--- src/rtl/multicycle_control_unit.sv ---
// Multicycle control FSM for the RV64 datapath: fetch, decode, execute, memory, writeback.
// Strobes come from the current state and the latched opcode class. The memory handshake
// (mem_ready) and the branch condition (funct3, alu_zero) qualify them within a state.
module multicycle_control_unit #(
  parameter int unsigned TIMEOUT_CYCLES = 255,
  parameter int unsigned CNT_W          = 8
) (
  input  logic       clk,
  input  logic       reset,
  input  logic [6:0] opcode,
  input  logic [2:0] funct3,
  input  logic       alu_zero,
  input  logic       mem_ready,
  output logic       mem_req,
  output logic       mem_we,
  output logic       ir_write,
  output logic       pc_write,
  output logic       pc_src,
  output logic [2:0] imm_sel,
  output logic [1:0] alu_src_b,
  output logic [1:0] alu_op,
  output logic       reg_write,
  output logic       mem_to_reg,
  output logic       illegal,
  output logic [2:0] state
);

  typedef enum logic [2:0] {
    S_FETCH  = 3'd0,
    S_DECODE = 3'd1,
    S_EXEC   = 3'd2,
    S_MEM    = 3'd3,
    S_WB     = 3'd4,
    S_ERROR  = 3'd7
  } state_t;

  typedef enum logic [2:0] {
    C_NONE   = 3'd0,
    C_R      = 3'd1,
    C_IALU   = 3'd2,
    C_LOAD   = 3'd3,
    C_STORE  = 3'd4,
    C_BRANCH = 3'd5,
    C_LUI    = 3'd6
  } cls_t;

  state_t           st_q, st_d;
  cls_t             cls_q, cls_dec, cls_cur;
  logic [CNT_W-1:0] cnt_q;
  logic             timeout;
  logic             br_taken;
  logic             br_bad;

  // Opcode class decode from the live IR field
  always_comb begin
    cls_dec = C_NONE;
    case (opcode)
      7'b0110011: cls_dec = C_R;
      7'b0010011: cls_dec = C_IALU;
      7'b0000011: cls_dec = C_LOAD;
      7'b0100011: cls_dec = C_STORE;
      7'b1100011: cls_dec = C_BRANCH;
      7'b0110111: cls_dec = C_LUI;
      default:    cls_dec = C_NONE;
    endcase
  end

  // In DECODE the class is not latched yet, so use the live decode
  assign cls_cur  = (st_q == S_DECODE) ? cls_dec : cls_q;
  assign timeout  = (cnt_q == CNT_W'(TIMEOUT_CYCLES));
  assign br_taken = ((funct3 == 3'b000) && alu_zero) || ((funct3 == 3'b001) && !alu_zero);
  assign br_bad   = (funct3[2:1] != 2'b00);
  assign state    = st_q;

  // State register, latched class and memory wait counter
  always_ff @(posedge clk) begin
    if (reset) begin
      st_q  <= S_FETCH;
      cls_q <= C_NONE;
      cnt_q <= '0;
    end else begin
      st_q <= st_d;
      if (st_q == S_DECODE) cls_q <= cls_dec;
      if (st_d != st_q) cnt_q <= '0;
      else if (((st_q == S_FETCH) || (st_q == S_MEM)) && !mem_ready) cnt_q <= cnt_q + CNT_W'(1);
    end
  end

  // Next state and strobes; everything held inactive while reset is asserted
  always_comb begin
    st_d       = st_q;
    mem_req    = 1'b0;
    mem_we     = 1'b0;
    ir_write   = 1'b0;
    pc_write   = 1'b0;
    pc_src     = 1'b0;
    imm_sel    = 3'd7;
    alu_src_b  = 2'd0;
    alu_op     = 2'd0;
    reg_write  = 1'b0;
    mem_to_reg = 1'b0;
    illegal    = 1'b0;
    if (!reset) begin
      case (cls_cur)
        C_IALU, C_LOAD: if (st_q != S_FETCH && st_q != S_ERROR) imm_sel = 3'd0;
        C_STORE:        if (st_q != S_FETCH && st_q != S_ERROR) imm_sel = 3'd1;
        C_BRANCH:       if (st_q != S_FETCH && st_q != S_ERROR) imm_sel = 3'd2;
        C_LUI:          if (st_q != S_FETCH && st_q != S_ERROR) imm_sel = 3'd3;
        default:        imm_sel = 3'd7;
      endcase
      case (st_q)
        S_FETCH: begin
          mem_req = 1'b1;
          if (mem_ready) begin
            ir_write = 1'b1;
            pc_write = 1'b1;
            st_d     = S_DECODE;
          end else if (timeout) begin
            st_d = S_ERROR;
          end
        end
        S_DECODE: st_d = (cls_dec == C_NONE) ? S_ERROR : S_EXEC;
        S_EXEC: begin
          case (cls_cur)
            C_R:      begin alu_src_b = 2'd0; alu_op = 2'd2; st_d = S_WB;  end
            C_IALU:   begin alu_src_b = 2'd1; alu_op = 2'd2; st_d = S_WB;  end
            C_LOAD,
            C_STORE:  begin alu_src_b = 2'd1; alu_op = 2'd0; st_d = S_MEM; end
            C_LUI:    begin alu_src_b = 2'd1; alu_op = 2'd3; st_d = S_WB;  end
            C_BRANCH: begin
              alu_src_b = 2'd0;
              alu_op    = 2'd1;
              if (br_bad) begin
                st_d = S_ERROR;
              end else begin
                pc_write = br_taken;
                pc_src   = br_taken;
                st_d     = S_FETCH;
              end
            end
            default:  st_d = S_ERROR;
          endcase
        end
        S_MEM: begin
          mem_req = 1'b1;
          mem_we  = (cls_cur == C_STORE);
          if (mem_ready)    st_d = (cls_cur == C_LOAD) ? S_WB : S_FETCH;
          else if (timeout) st_d = S_ERROR;
        end
        S_WB: begin
          reg_write  = 1'b1;
          mem_to_reg = (cls_cur == C_LOAD);
          st_d       = S_FETCH;
        end
        S_ERROR: illegal = 1'b1;
        default: st_d = S_ERROR;
      endcase
    end
  end

endmodule
--- config.mk ---
export PLATFORM = sky130hd
export DESIGN_NAME = multicycle_control_unit
export DESIGN_NICKNAME = d
export VERILOG_FILES = /design/src/rtl/multicycle_control_unit.sv
export SDC_FILE = /design/constraint.sdc
export NUM_CORES = 1
export LEC_CHECK = 0
export BUFFER_PORTS_ARGS = -buffer_cell sky130_fd_sc_hd__buf_2
export CELL_PAD_IN_SITES_DETAIL_PLACEMENT = 0
export CELL_PAD_IN_SITES_GLOBAL_PLACEMENT = 1
export CORE_ASPECT_RATIO = 1.5
export CORE_MARGIN = 2
export CORE_UTILIZATION = 38
export CTS_CLUSTER_DIAMETER = 150
export DETAILED_ROUTE_END_ITERATION = 6
export GPL_TIMING_DRIVEN = 0
export PLACE_DENSITY = 0.81
export SLEW_MARGIN = 20
export SYNTH_ARGS = -nofsm -noshare
export SYNTH_HDL_FRONTEND = slang
export SYNTH_SLANG_ARGS = --single-unit
--- constraint.sdc ---
create_clock -name clk -period 2.8 [get_ports clk]
set_input_delay 0.14 -clock clk [delete_from_list [all_inputs] [get_ports clk]]
set_output_delay 0.14 -clock clk [all_outputs]
set_load 0.01 [all_outputs]
# After elaboration in Yosys (flattened, before gate mapping)
# Cells that the tools add are included.
[totals]
register_bits = 14
input_bits = 14
out_inout_bits = 18
elab_cells = 87
[classes]
addsub = 1
eq_ne = 21
n_mux = 42
reduce_logical = 20
[op_table]
columns = ["op", "count"]
rows = [
  ["$mux 3", 13],
  ["$pmux 3 s6", 2],
  ["$eq 7x6->1 const B", 3],
  ["$mux 1", 21],
  ["$eq 3x3->1 const B", 5],
  ["$eq 3x2->1 const B", 4],
  ["$pmux 3 s4", 1],
  ["$reduce_or 2->1", 5],
  ["$eq 3x1->1 const B", 3],
  ["$logic_not 3->1", 3],
  ["$pmux 3 s3", 1],
  ["$add 8x1->8 const B", 1],
  ["$eq 8x8->1 const B", 1],
  ["$eq 7x2->1 const B", 1],
  ["$eq 7x5->1 const B", 1],
  ["$eq 7x7->1 const B", 1],
  ["$pmux 2 s3", 1],
  ["$logic_and 1x1->1", 4],
  ["$mux 2", 2],
  ["$reduce_or 4->1", 1],
  ["$ne 3x3->1", 1],
  ["$ne 3x3->1 const B", 1],
  ["$reduce_bool 3->1", 1],
  ["$reduce_or 3->1", 1],
  ["4 further kinds", 6],
]

# Longest topological paths before layout
[logic_depth]
word_depth = 10
depth_mapped = 13
mapped_depth_nobuf = 13

# Least setup slack after synthesis
# Ideal clock, no wire load.
[synth_path]
path_kind = "register to register"
from = "reg st_q[2], in the netlist state[2]"
to = "reg cnt_q[0]"
setup_ns = 0.079
t_arrival_ns = 2.557
required_time_ns = 2.721
path_slack_ns = 0.164
stages_incl_launch_ff = 12
n_path_buf = 1
period_less_slack_ns = 2.636
path_cell_list = "dfxtp_1 > or3b_1 > buf_6 > a21oi_1 > inv_1 > ha_1 > nor2b_1 > and4b_1 > o21a_1 > nor2_1 > a31oi_4 > nor3_1"
[synth_via]
elab_chain_len = 9
elab_cells_between_ends = 26
cone_classes = "eq/ne: 12; mux: 8; reduce/logical: 6"
[synth_lines]
columns = ["element", "line", "rtl"]
rows = [
  ["start: declaration", "47", "state_t st_q, st_d;"],
  ["start signal: assignment", "82", "st_q <= st_d;"],
  ["$eq 3x1->1 *", "69", "assign cls_cur = (st_q == S_DECODE) ? cls_dec : cls_q;"],
  ["$mux 3 *", "n/a", ""],
  ["named net cls_cur[0]", "48", "cls_t cls_q, cls_dec, cls_cur;"],
  ["$eq 3x3->1 (tied with other cells)", "124", "case (cls_cur)"],
  ["$reduce_or 3->1 (no source line) (tied with other cells)", "n/a", ""],
  ["$pmux 3 s3 or $mux 3 (tied branches)", "124, 147", ""],
  ["$pmux 3 s6 *", "111", "case (st_q)"],
  ["$mux 3 *", "103", "if (!reset) begin"],
  ["$ne 3x3->1 *", "84", "if (st_d != st_q) cnt_q <= '0;"],
  ["$reduce_or 2->1 (no source line) *", "n/a", ""],
  ["end signal: assignment", "85", "else if (((st_q == S_FETCH) || (st_q == S_MEM)) && !mem_ready) cnt_q <= cnt_q + CNT_W'(1);"],
  ["end: declaration", "49", "logic [CNT_W-1:0] cnt_q;"],
]
# The timed path passes the listed nets; every way through them passes the cells marked *.
# A chain may end at the register's enable or synchronous reset.

# Worst setup path in the final report
[layout_path]
from = "reg st_q[2], in the netlist state[2]"
to = "out imm_sel[1]"
[layout_via]
elab_chain_len = 6
elab_cells_between_ends = 15
cone_classes = "eq/ne: 7; mux: 5; reduce/logical: 3"
[layout_lines]
columns = ["element", "line", "rtl"]
rows = [
  ["$eq 3x1->1 *", "69", ""],
  ["$mux 3 *", "n/a", ""],
  ["named net cls_cur[0]", "48", ""],
  ["$eq 3x2->1", "104", "case (cls_cur)"],
  ["$reduce_or 2->1", "104", ""],
  ["$pmux 3 s4 *", "104", ""],
  ["$mux 3 *", "103", ""],
  ["end: declaration", "19", "output logic [2:0] imm_sel,"],
]
# Marks and branches as above.

==> flow_metrics.env <==
export IMPL_startpoint="state[2]$_SDFF_PP0_"
export IMPL_stdcell_count=235
export IMPL_globalplace_congestion=0.810
export IMPL_cp_depth=9
export IMPL_start_util=0.398
export IMPL_grt_pass1_wl_um=5460
export IMPL_arrival_ns=2.56
export IMPL_via_count=1285
export IMPL_fin_skew_ns=0.00527
export IMPL_grt_use_total=0.189
export IMPL_ir_drop_mv=0.499
export IMPL_grt_ovfl_total=0
export IMPL_fmax_ghz=0.370
export IMPL_cts_tree="done"
export IMPL_postRouteAntennaNets=0
export IMPL_clk_pin_slew_worst_paths_ns=0.06
export IMPL_slew_violations=0
export IMPL_status="complete, no violations"
export IMPL_crit_chain="or3b_1, buf_6, a21oi_4, inv_1, ha_1, nor2_2, a21oi_1, a2111o_1, buf_2"
export IMPL_ys_ff_latch=14
export IMPL_setup_viol=0
export IMPL_synthFlopType="dfxtp_1"
export IMPL_grt_pass1_vias=1271
export IMPL_drc=0
export IMPL_synth_seq_area_share=0.223
export IMPL_place_area_mm2=0.00145
export IMPL_hold_buffers=0
export IMPL_cts_num_sinks=14
export IMPL_cpLargestDelayFamily="compound AO/OA/AOI/OAI gates"
export IMPL_hold_path_class="in -> reg"
export IMPL_power_density_mw_per_mm2=811
export IMPL_syn_nets=182
export IMPL_worst_slew_pin_slew_ns=0.539
export IMPL_yosys_cell_types_count=56
export IMPL_die_width_um=51.0
export IMPL_critPathSlowestCell="or3b_1"
export IMPL_rsz0062_at_grt="false"
export IMPL_clockBufferDepth=2
export IMPL_place_ws_ns=-0.145
export IMPL_grt_max_degree=11
export IMPL_crit_required_ns=2.66
export IMPL_synthArstFlopShare=0
export IMPL_diodes=0
export IMPL_netlist_area_mm2=0.00126
export IMPL_holdPathStages=4
export IMPL_areaGrowthSynthToFinish_pct=24.2
export IMPL_coreArea_mm2=0.00316
export IMPL_setup_ws_ns=0.0960
export IMPL_numCtsBuffers=3
export IMPL_pin_count=32
export IMPL_drive_gt1_frac=0.323
export IMPL_period_minus_slack_ns=2.70
export IMPL_die_y_um=74.5
export IMPL_layout_nets=216
export IMPL_min_from="mem_ready"
export IMPL_tns_ns=0
export IMPL_hold_viol=0
export IMPL_period_share=0.966
export IMPL_critPathLaunchType="flip-flop"
export IMPL_antenna_found_initial=0
export IMPL_synth_edf_count=0
export IMPL_whs_ns=0.406
export IMPL_p_leak_nw=0.648
export IMPL_drt_iter0_drc=22
export IMPL_stdcell_area_mm2=0.00156
export IMPL_drt_wirelength_per_cell_um=14.4
export IMPL_r2r_start="state[2]$_SDFF_PP0_"
export IMPL_worstSkewPairLatency_ns=0.25
export IMPL_reg2reg_depth=12
export IMPL_place_inst=231
export IMPL_relSlewSlack=0.641
export IMPL_wirelength_um=3380
export IMPL_yosysWarnings=0
export IMPL_path_max_fanout=9
export IMPL_worstSetupPathType="reg -> out"
export IMPL_dieArea_mm2=0.00379
export IMPL_root_buffer="clkbuf_8"
export IMPL_crit_buf_inv=3
export IMPL_first_pass_iters=4
export IMPL_io_buffers=29
export IMPL_row_count=25
export IMPL_cp_end_kind="primary output"
export IMPL_cts_htree_levels=1
export IMPL_cap_viol_max_count=0
export IMPL_max_stage_delay_ns=0.41
export IMPL_post_dp_hpwl_um=2670
export IMPL_via_per_inst=5.47
export IMPL_netlist_instances=162
export IMPL_synth_area_per_cell_um2=7.76
-- tightest hold or removal path, stage by stage --
cell	delay (ns)
buf_2	0.19
a211oi_4	0.08
xnor2_1	0.15
nor3_1	0.04
-- repair_timing --
action,CTS,global route
setup buffers,0,0
pin swaps,0,1
cloned,0,0
endpoints found under the setup margin,8,8
resized for setup,5,9
-- final timing paths --
path                            to  slack (ns)
max                     imm_sel[1]         0.1
min          cnt_q[0]$_SDFFE_PP0P_        0.41
max reg2reg  cnt_q[0]$_SDFFE_PP0P_        0.18
min reg2reg    cls_q[1]$_SDFF_PP0_        0.54
-- metal layers --
layer | up-vias | wire length (um) | share of wire | global-route usage
met5 | - | 0 | 0 | 0
met4 | 0 | 70 | 0.021 | 0.0871
met3 | 8 | 68 | 0.020 | 0.0201
met2 | 21 | 1950 | 0.58 | 0.381
met1 | 612 | 1300 | 0.38 | 0.187
li1 | 644 | - | - | -
-- power breakdown --
part           internal (W)  switching [W]  leakage (nW)
combinational      0.000313       0.000457         0.505
clock              0.000125      0.0000814        0.0288
sequential         0.000235      0.0000540         0.114
total              0.000673       0.000593         0.648
-- flip-flops by register name, summed over array words and instances (netlist names) --
signal  count
cls_q       3
cnt_q       8
state       3
-- synth_stat cells, drive strengths merged (3+ instances only) --
cell,n,area (um2)
nand4,4,31.3
nand3,3,15.0
a31oi,5,52.6
nor2b,5,31.3
xor2,4,35.0
xnor2,4,35.0
nor2,27,101
dfxtp,14,280
nand2b,6,40.0
nor3,10,55.1
inv,6,22.5
ha,6,75.1
buf,7,52.5
nand2,10,37.5
o21ai,5,32.5
a21oi,9,45.0
-- kinds of logic (layout without fill, tap and decap cells) --
group,Yosys count,in the layout,share of synthesized area
buf+inv,14,47,0.0627
xor+xnor,8,8,0.0557
other cells,1,1,0.00298
mux,1,1,0.00796
simple gates,83,83,0.358
fa+ha+maj,6,6,0.0597
compound gates,35,35,0.230
flops,14,14,0.223
-- cell usage in the layout (no fill, tap or decap), drive strengths merged, types with 2 or more instances in the layout --
cell type / netlist / routed
a21o: 2 / 2
a211oi: 2 / 2
nand4: 4 / 4
nor4: 2 / 2
nor2b: 5 / 5
nand3: 3 / 3
o2bb2ai: 2 / 2
and4b: 2 / 2
nand2b: 6 / 6
and3: 2 / 2
a31oi: 5 / 5
xnor2: 4 / 4
a31o: 2 / 2
xor2: 4 / 4
dfxtp: 14 / 14
a21oi: 9 / 9
nor2: 27 / 27
nor3: 10 / 10
a221oi: 2 / 2
clkbuf: 1 / 5
ha: 6 / 6
o21ai: 5 / 5
inv: 6 / 6
or2: 2 / 2
nor3b: 2 / 2
buf: 7 / 36
nand2: 10 / 10
or3: 2 / 2
-- cell type report --
cell class | count | area, um2
well taps | 40 | 50.0
plain buffers | 8 | 56.3
clock buffers | 4 | 55.1
multi-input cells | 134 | 950
fillers | 329 | 1600
flip-flops and latches | 14 | 283
repair buffers | 29 | 145
inverters | 6 | 22.5
-- stage by stage --
| stage | utilization | total power, W |
|---|---|---|
| finish | 0.494 | 0.00127 |
| global route | 0.494 | 0.00135 |
| CTS | 0.481 | 0.00125 |
| detailed placement | 0.460 | 0.00103 |
| global placement | 0.460 | 0.00101 |
| floorplan | - | 0.000840 |
Note: power is estimated with default switching activity, not from simulation.
